===== src/rtl/bottle_box_counter.sv =====
// bottle_box_counter: counts sensor-detected bottles into boxes of MODULO,
// with reject (down) counting, preset load, box tally and status flags.
module bottle_box_counter #(
    parameter int WIDTH     = 8,
    parameter int MODULO    = 12,
    parameter int BOX_WIDTH = 8
) (
    input  logic                 clk,
    input  logic                 reset,
    input  logic                 clear,
    input  logic                 count_enable,
    input  logic                 sensor_in,
    input  logic                 dir,
    input  logic                 load,
    input  logic [WIDTH-1:0]     load_value,
    output logic [WIDTH-1:0]     count,
    output logic [BOX_WIDTH-1:0] box_count,
    output logic                 box_done,
    output logic                 box_full,
    output logic                 underflow
);

    localparam longint SPAN = longint'(1) << WIDTH;

    generate
        if (MODULO < 2 || longint'(MODULO) > SPAN) begin : g_bad_modulo
            $error("bottle_box_counter: MODULO out of range");
        end
    endgenerate

    localparam logic [WIDTH-1:0]     TOP     = WIDTH'(MODULO - 1);
    localparam logic [WIDTH:0]       MOD_W   = (WIDTH + 1)'(MODULO);
    localparam logic [BOX_WIDTH-1:0] BOX_MAX = '1;

    logic             s1;
    logic             s2;
    logic             s3;
    logic             bottle_ev;
    logic [WIDTH-1:0] load_clamped;

    // Chain resets high so a sensor already high at reset release is ignored.
    assign bottle_ev    = s2 & ~s3 & count_enable;
    assign load_clamped = ({1'b0, load_value} < MOD_W) ? load_value : TOP;

    always_ff @(posedge clk or negedge reset) begin
        if (!reset) begin
            s1        <= 1'b1;
            s2        <= 1'b1;
            s3        <= 1'b1;
            count     <= '0;
            box_count <= '0;
            box_done  <= 1'b0;
            box_full  <= 1'b0;
            underflow <= 1'b0;
        end else begin
            s1       <= sensor_in;
            s2       <= s1;
            s3       <= s2;
            box_done <= 1'b0;
            if (clear) begin
                count     <= '0;
                box_count <= '0;
                box_full  <= 1'b0;
                underflow <= 1'b0;
            end else if (load) begin
                count <= load_clamped;
            end else if (bottle_ev) begin
                if (!dir) begin
                    if (count == TOP) begin
                        count    <= '0;
                        box_done <= 1'b1;
                        if (box_count == BOX_MAX) begin
                            box_full <= 1'b1;
                        end else begin
                            box_count <= box_count + 1'b1;
                        end
                    end else begin
                        count <= count + 1'b1;
                    end
                end else begin
                    if (count == '0) begin
                        underflow <= 1'b1;
                    end else begin
                        count <= count - 1'b1;
                    end
                end
            end
        end
    end

endmodule


===== config.mk =====
export PLATFORM = sky130hd
export DESIGN_NAME = bottle_box_counter
export DESIGN_NICKNAME = d
export VERILOG_FILES = /design/src/rtl/bottle_box_counter.sv
export SDC_FILE = /design/constraint.sdc
export NUM_CORES = 1
export LEC_CHECK = 0
export ABC_CLOCK_PERIOD_IN_PS = 2600
export CAP_MARGIN = 20
export CORE_MARGIN = 4
export CORE_UTILIZATION = 40
export DETAILED_ROUTE_END_ITERATION = 16
export DONT_BUFFER_PORTS = 1
export PLACE_DENSITY = 0.61
export SLEW_MARGIN = 20
export SYNTH_ARGS = -nofsm -noshare
export SYNTH_HDL_FRONTEND = slang
export SYNTH_SLANG_ARGS = --single-unit

===== constraint.sdc =====
create_clock -name clk -period 2.6 [get_ports clk]
set_input_delay 0.52 -clock clk [delete_from_list [all_inputs] [get_ports clk]]
set_output_delay 0.52 -clock clk [all_outputs]
set_load 0.01 [all_outputs]

==> results of run 1 <==
[registers in the layout, summed over array words and instances, names as in the netlist]
signal and flops:
box_full 1, underflow 1, box_count 8, s1 1
s2 1, box_done 1, s3 1, count 8
[cells by family (layout without fill, tap and decap cells)]
kind of cell / count (synthesis) / count (layout) / share of synthesized area
simple gates: 66 / 66 / 0.2829
compound gates: 29 / 29 / 0.1419
flops: 22 / 22 / 0.4083
buf+inv: 12 / 12 / 0.05069
xor+xnor: 10 / 10 / 0.06452
fa+ha+maj: 4 / 4 / 0.03687
mux: 2 / 2 / 0.01475
[critical path, stage by stage (launching register included)]
cell and delay, ns:
dfrtp_1 0.50, inv_1 0.18, ha_1 0.16, or4bb_1 0.53
o2111a_2 0.31, nor3_4 0.19, or4_1 0.15, o21ai_1 0.06
[stage by stage]
stage	std cells	setup slack (ns)	area (um^2)	util
6_report	189	0.4257	1410	0.4472
5_1_grt	189	0.1284	1410	0.4472
4_1_cts	189	0.4249	1410	0.4472
3_5_place_dp	184	0.4386	1374	0.4357
3_3_place_gp	184	0.4806	1374	0.4357
2_1_floorplan	145	0.6210	1358	-
[how the worst max path moves through the flow]
stage / start / endpoint / depth (start not counted)
5_1_grt: count[0] / count[7] / 7
2_1_floorplan: count[0] / count[0] / 7
3_5_place_dp: count[0] / count[1] / 7
6_report: count[0] / count[1] / 7
3_3_place_gp: count[0] / count[0] / 7
4_1_cts: count[0] / count[1] / 7
[where the power goes]
part           internal [mW]  total, mW  switching (mW)  leakage [nW]
clock network         0.0599      0.163           0.103        0.0150
registers              0.360      0.404          0.0441         0.292
logic                 0.0555      0.122          0.0668         0.234
total                  0.475      0.690           0.214         0.541
[metal layers]
layer,wire [um],track usage
met1,1345,0.1964
met2,1456,0.2540
met3,201,0.03741
met4,61,0.07868
met5,0,0
[cell type report]
class / count / area, um^2
well taps: 44 / 55.05
clock buffers: 4 / 26.28
repair buffers: 2 / 17.52
multi-input cells: 111 / 734.5
inverters: 6 / 22.52
flip-flops and latches: 22 / 554.3
fillers: 327 / 1743
[cell usage in the layout (no fill, tap or decap), types with 2 or more instances in the layout]
cell type  count
nor2_1        19
dfrtp_1       19
nand2_1        9
xnor2_1        8
nand3_1        7
a21oi_1        7
inv_1          6
nor3_1         5
nor2b_1        4
nand4_1        4
a31oi_1        4
o21ai_1        4
ha_1           4
nor3b_1        3
or4_1          3
nor4_1         3
o31ai_1        3
clkbuf_4       3
dfstp_2        3
o21ai_0        2
xor2_1         2
a32oi_1        2
mux2i_1        2
==> flow_metrics.env, run 1 <==
export IMPL_status="finished clean"
export IMPL_die_y_um=66.26
export IMPL_rsz0062_at_grt="false"
export IMPL_cts_hold_buf=1
export IMPL_root_buffer="clkbuf_4"
export IMPL_worst_setup_path_type="register to register"
export IMPL_row_count=20
export IMPL_synthesis_area_mm2=0.001358
export IMPL_cts_max_level=1
export IMPL_yosys_top_cells_count="dfrtp_1 (19), nor2_1 (19), nand2_1 (9)"
export IMPL_slew_headroom=0.4135
export IMPL_setup_tns_ns=0
export IMPL_cts_sinks=22
export IMPL_cts_repair_resized=0
export IMPL_drt_total_wl_um=3064
export IMPL_antenna_found_initial=0
export IMPL_die_area_mm2=0.004390
export IMPL_hold_viol_final=0
export IMPL_vdd_drop_max_mv=0.2004
export IMPL_final_nets=165
export IMPL_crit_path_start_kind="register"
export IMPL_worst_hold_path_type="input port to async pin"
export IMPL_num_antenna_cells=0
export IMPL_syn_num_nets=164
export IMPL_ys_flop_type="dfrtp_1"
export IMPL_synth_edf_count=0
export IMPL_num_io_pins=34
export IMPL_drtPass1Iterations=4
export IMPL_num_vias=1096
export IMPL_ys_warn_count=0
export IMPL_io_buffers=0
export IMPL_rr_startpoint="count[0]"
export IMPL_clock_latency_ns=0.31
export IMPL_clockBufferDepth=2
export IMPL_path_clk_slew_ns=0.12
export IMPL_cts_tree="done"
export IMPL_place_congestion=0.8272
export IMPL_start_util=0.4306
export IMPL_grt_use_total=0.1583
export IMPL_ys_top_cells_by_area="dfrtp_1 (35%), dfstp_2 (5.8%), nor2_1 (5.3%)"
export IMPL_postRouteAntennaNets=0
export IMPL_cap_violations=0
export IMPL_tightestPinTransition_ns=0.8768
export IMPL_die_x_um=66.26
export IMPL_pwr_density_cell_mw_per_mm2=489.0
export IMPL_core_area_mm2=0.003153
export IMPL_hpwlAfterDp_um=2249
export IMPL_period_share=0.8363
export IMPL_power_leakage_nw=0.5410
export IMPL_avgRoutedWirePerCell_um=16.21
export IMPL_finalClockSkew_ns=0.008673
export IMPL_endpoint_kind="register"
export IMPL_ff2ff_path_depth=7
export IMPL_finalPower_uw=689.6
export IMPL_grt_pass1_wl_um=5278
export IMPL_cp_max_fo=7
export IMPL_max_clock_freq_mhz=459.9
export IMPL_synthArstFlopShare=1.000
export IMPL_crit_required_ns=2.81
export IMPL_drtIter0Drc=56
export IMPL_hold_ws_ns=0.03988
export IMPL_grt_pass1_vias=1109
export IMPL_grt_max_degree=20
export IMPL_cp_arrival_ns=2.39
export IMPL_r2r_slack_ns=0.43
export IMPL_yosys_cell_types_count=41
export IMPL_synthesis_instances=145
export IMPL_ys_seq_elements=22
export IMPL_ys_seq_area_frac=0.4083
export IMPL_final_max_slew_viol_count=0
export IMPL_grt_overflow=0
export IMPL_syn_area_per_cell_um2=9.362
export IMPL_r2r_end="count[1]"
export IMPL_route_detailed_drc=0
export IMPL_post_route_min_period_ns=2.174
export IMPL_area_growth_syn_to_layout_pct=3.871
export IMPL_setup_viol=0
export IMPL_post_cts_buffers=0
export IMPL_yosysTopAreaCellShare=0.3502
export IMPL_drive_gt1_frac=0.09655
export IMPL_cts_buffers=3
export IMPL_synth_top_area_cell="dfrtp_1"
export IMPL_vias_per_cell=5.799
No activity file was read; power rests on OpenSTA's default activity.
==> run 2, diff against run 1 <==
Settings changed: ABC_CLOCK_PERIOD_IN_PS 2600 to 2050.
Clock period 2.6 ns to 2.05 ns, I/O delays scaled along.
==> run 2 against run 1 <==
Flip-flop and latch count unchanged. Setup slack worse by 0.41 ns. Maximum frequency grew 6.8%. Die area unchanged. Critical path type unchanged. Final cell count up 5.3%. Combinational power grew 81%. Hold slack better by 0.0021 ns. Total power is 38% higher.
==> flow_metrics.env, run 2 (synthesis gave the netlist of run 1 again) <==
export IMPL_status="finished clean"
export IMPL_path_clk_slew_ns=0.12
export IMPL_fin_cells=199
export IMPL_antenna_found_initial=0
export IMPL_area_growth_syn_to_layout_pct=11.70
export IMPL_grtUsageMet1=0.1846
export IMPL_use_met3=0.04252
export IMPL_drtIter0Drc=48
export IMPL_slew_headroom=0.6684
export IMPL_num_vias=1142
export IMPL_power_leakage_nw=0.5985
export IMPL_io_buffers=0
export IMPL_max_clock_freq_mhz=491.1
export IMPL_postRouteAntennaNets=0
export IMPL_rsz0062_at_grt="true"
export IMPL_final_max_slew_viol_count=0
export IMPL_grt_overflow=0
export IMPL_die_x_um=66.26
export IMPL_period_share=0.9934
export IMPL_setup_viol=0
export IMPL_worst_setup_path_type="register to register"
export IMPL_cp_arrival_ns=2.25
export IMPL_cts_tree="done"
export IMPL_start_util=0.4306
export IMPL_worst_slack_ns=0.01356
export IMPL_hpwlAfterDp_um=2366
export IMPL_drive_gt1_frac=0.2129
export IMPL_filler_cell_count=310
export IMPL_r2r_slack_ns=0.01
export IMPL_vdd_drop_max_mv=0.2616
export IMPL_row_count=20
export IMPL_root_buffer="clkbuf_4"
export IMPL_pwr_density_cell_mw_per_mm2=628.3
export IMPL_busiest_layer="met2"
export IMPL_drt_total_wl_um=3122
export IMPL_final_area_mm2=0.001516
export IMPL_setup_tns_ns=0
export IMPL_num_antenna_cells=0
export IMPL_fin_util=0.4810
export IMPL_final_nets=175
export IMPL_num_io_pins=34
export IMPL_cts_buffers=3
export IMPL_hold_ws_ns=0.04198
export IMPL_crit_path_start_kind="register"
export IMPL_post_route_min_period_ns=2.036
export IMPL_top_regs="box_count x8, count x8"
export IMPL_crit_required_ns=2.26
export IMPL_place_inst=194
export IMPL_die_area_mm2=0.004390
export IMPL_cts_max_level=1
export IMPL_route_detailed_drc=0
export IMPL_die_y_um=66.26
export IMPL_place_congestion=0.8685
export IMPL_finalPower_uw=952.8
export IMPL_tightestPinTransition_ns=0.4974
export IMPL_avgRoutedWirePerCell_um=15.69
export IMPL_clock_latency_ns=0.31
export IMPL_worst_hold_path_type="input port to async pin"
export IMPL_vias_per_cell=5.739
export IMPL_drtPass1Iterations=4
export IMPL_placed_area_mm2=0.001449
export IMPL_hold_viol_final=0
export IMPL_grt_pass1_wl_um=5237
export IMPL_cts_sinks=22
export IMPL_clockBufferDepth=2
export IMPL_place_ws_ns=0.05119
export IMPL_use_met2=0.2590
export IMPL_cp_max_fo=5
export IMPL_endpoint_kind="register"
export IMPL_grt_use_total=0.1532
export IMPL_cap_violations=0
export IMPL_grt_pass1_vias=1120
export IMPL_grt_max_degree=23
export IMPL_layout_common_cells="nor2_1 (19), dfrtp_1 (19), buf_4 (11)"
export IMPL_finalClockSkew_ns=0.002159
export IMPL_core_area_mm2=0.003153
## run 2: changes by cell type in the layout (fill, tap and decap cells not counted), sizes merged
cell / before / now
dlygate4sd3: 1 / 0
buf: 1 / 12
## run 2: timing repair
item                                   in CTS  in global routing
resized for setup                           0                  8
setup endpoints to repair                   0                 14
endpoints found under the hold margin      22                  0
hold buffers                                1                  0
buffers inserted                            0                  0
## run 2: routing by layer
layer | routed length (um) | part of all wire | vias to the layer above
met2 | 1512 | 0.48 | 28
met5 | 0 | 0 | -
met3 | 207 | 0.066 | 4
li1 | - | - | 554
met1 | 1365 | 0.44 | 556
met4 | 36 | 0.012 | 0
## run 2: critical path, stage by stage, from the launching register on
cell	delay, ns
dfrtp_1	0.46
inv_2	0.11
ha_4	0.13
or4bb_4	0.46
o2111a_2	0.31
nor3_4	0.26
or4_1	0.16
o21ai_1	0.06
## run 2: final timing paths
check | to | startpoint | cells after the start
worst max-delay path | count[1] | count[1] | 7
worst min-delay path | box_count[2] | reset | 1
worst max register to register | count[1] | count[1] | 7
worst min register to register | s2 | s1 | 0
max in group asynchronous | s3 | reset | 1
min in group clk | s1 | sensor_in | 0
## run 2: power by group
group	internal, mW	switching [mW]	leakage (nW)
Combinational	0.0996	0.121	0.286
Sequential	0.457	0.0339	0.292
Clock	0.109	0.132	0.0210
## run 2: cell type report
class	instances	area, um^2	area share
flip-flops and latches	22	554.3	0.3655
multi-input cells	111	760.7	0.5017
inverters	6	22.52	0.01485
well taps	44	55.05	0.03630
clock buffers	4	36.28	0.02393
repair buffers	12	87.58	0.05776
==> run 3, diff against run 2 <==
Settings changed: CTS_CLUSTER_DIAMETER set to 100.
==> results of run 3 <==
Same layout as run 2: the final DEF is identical, and so are final timing and power.
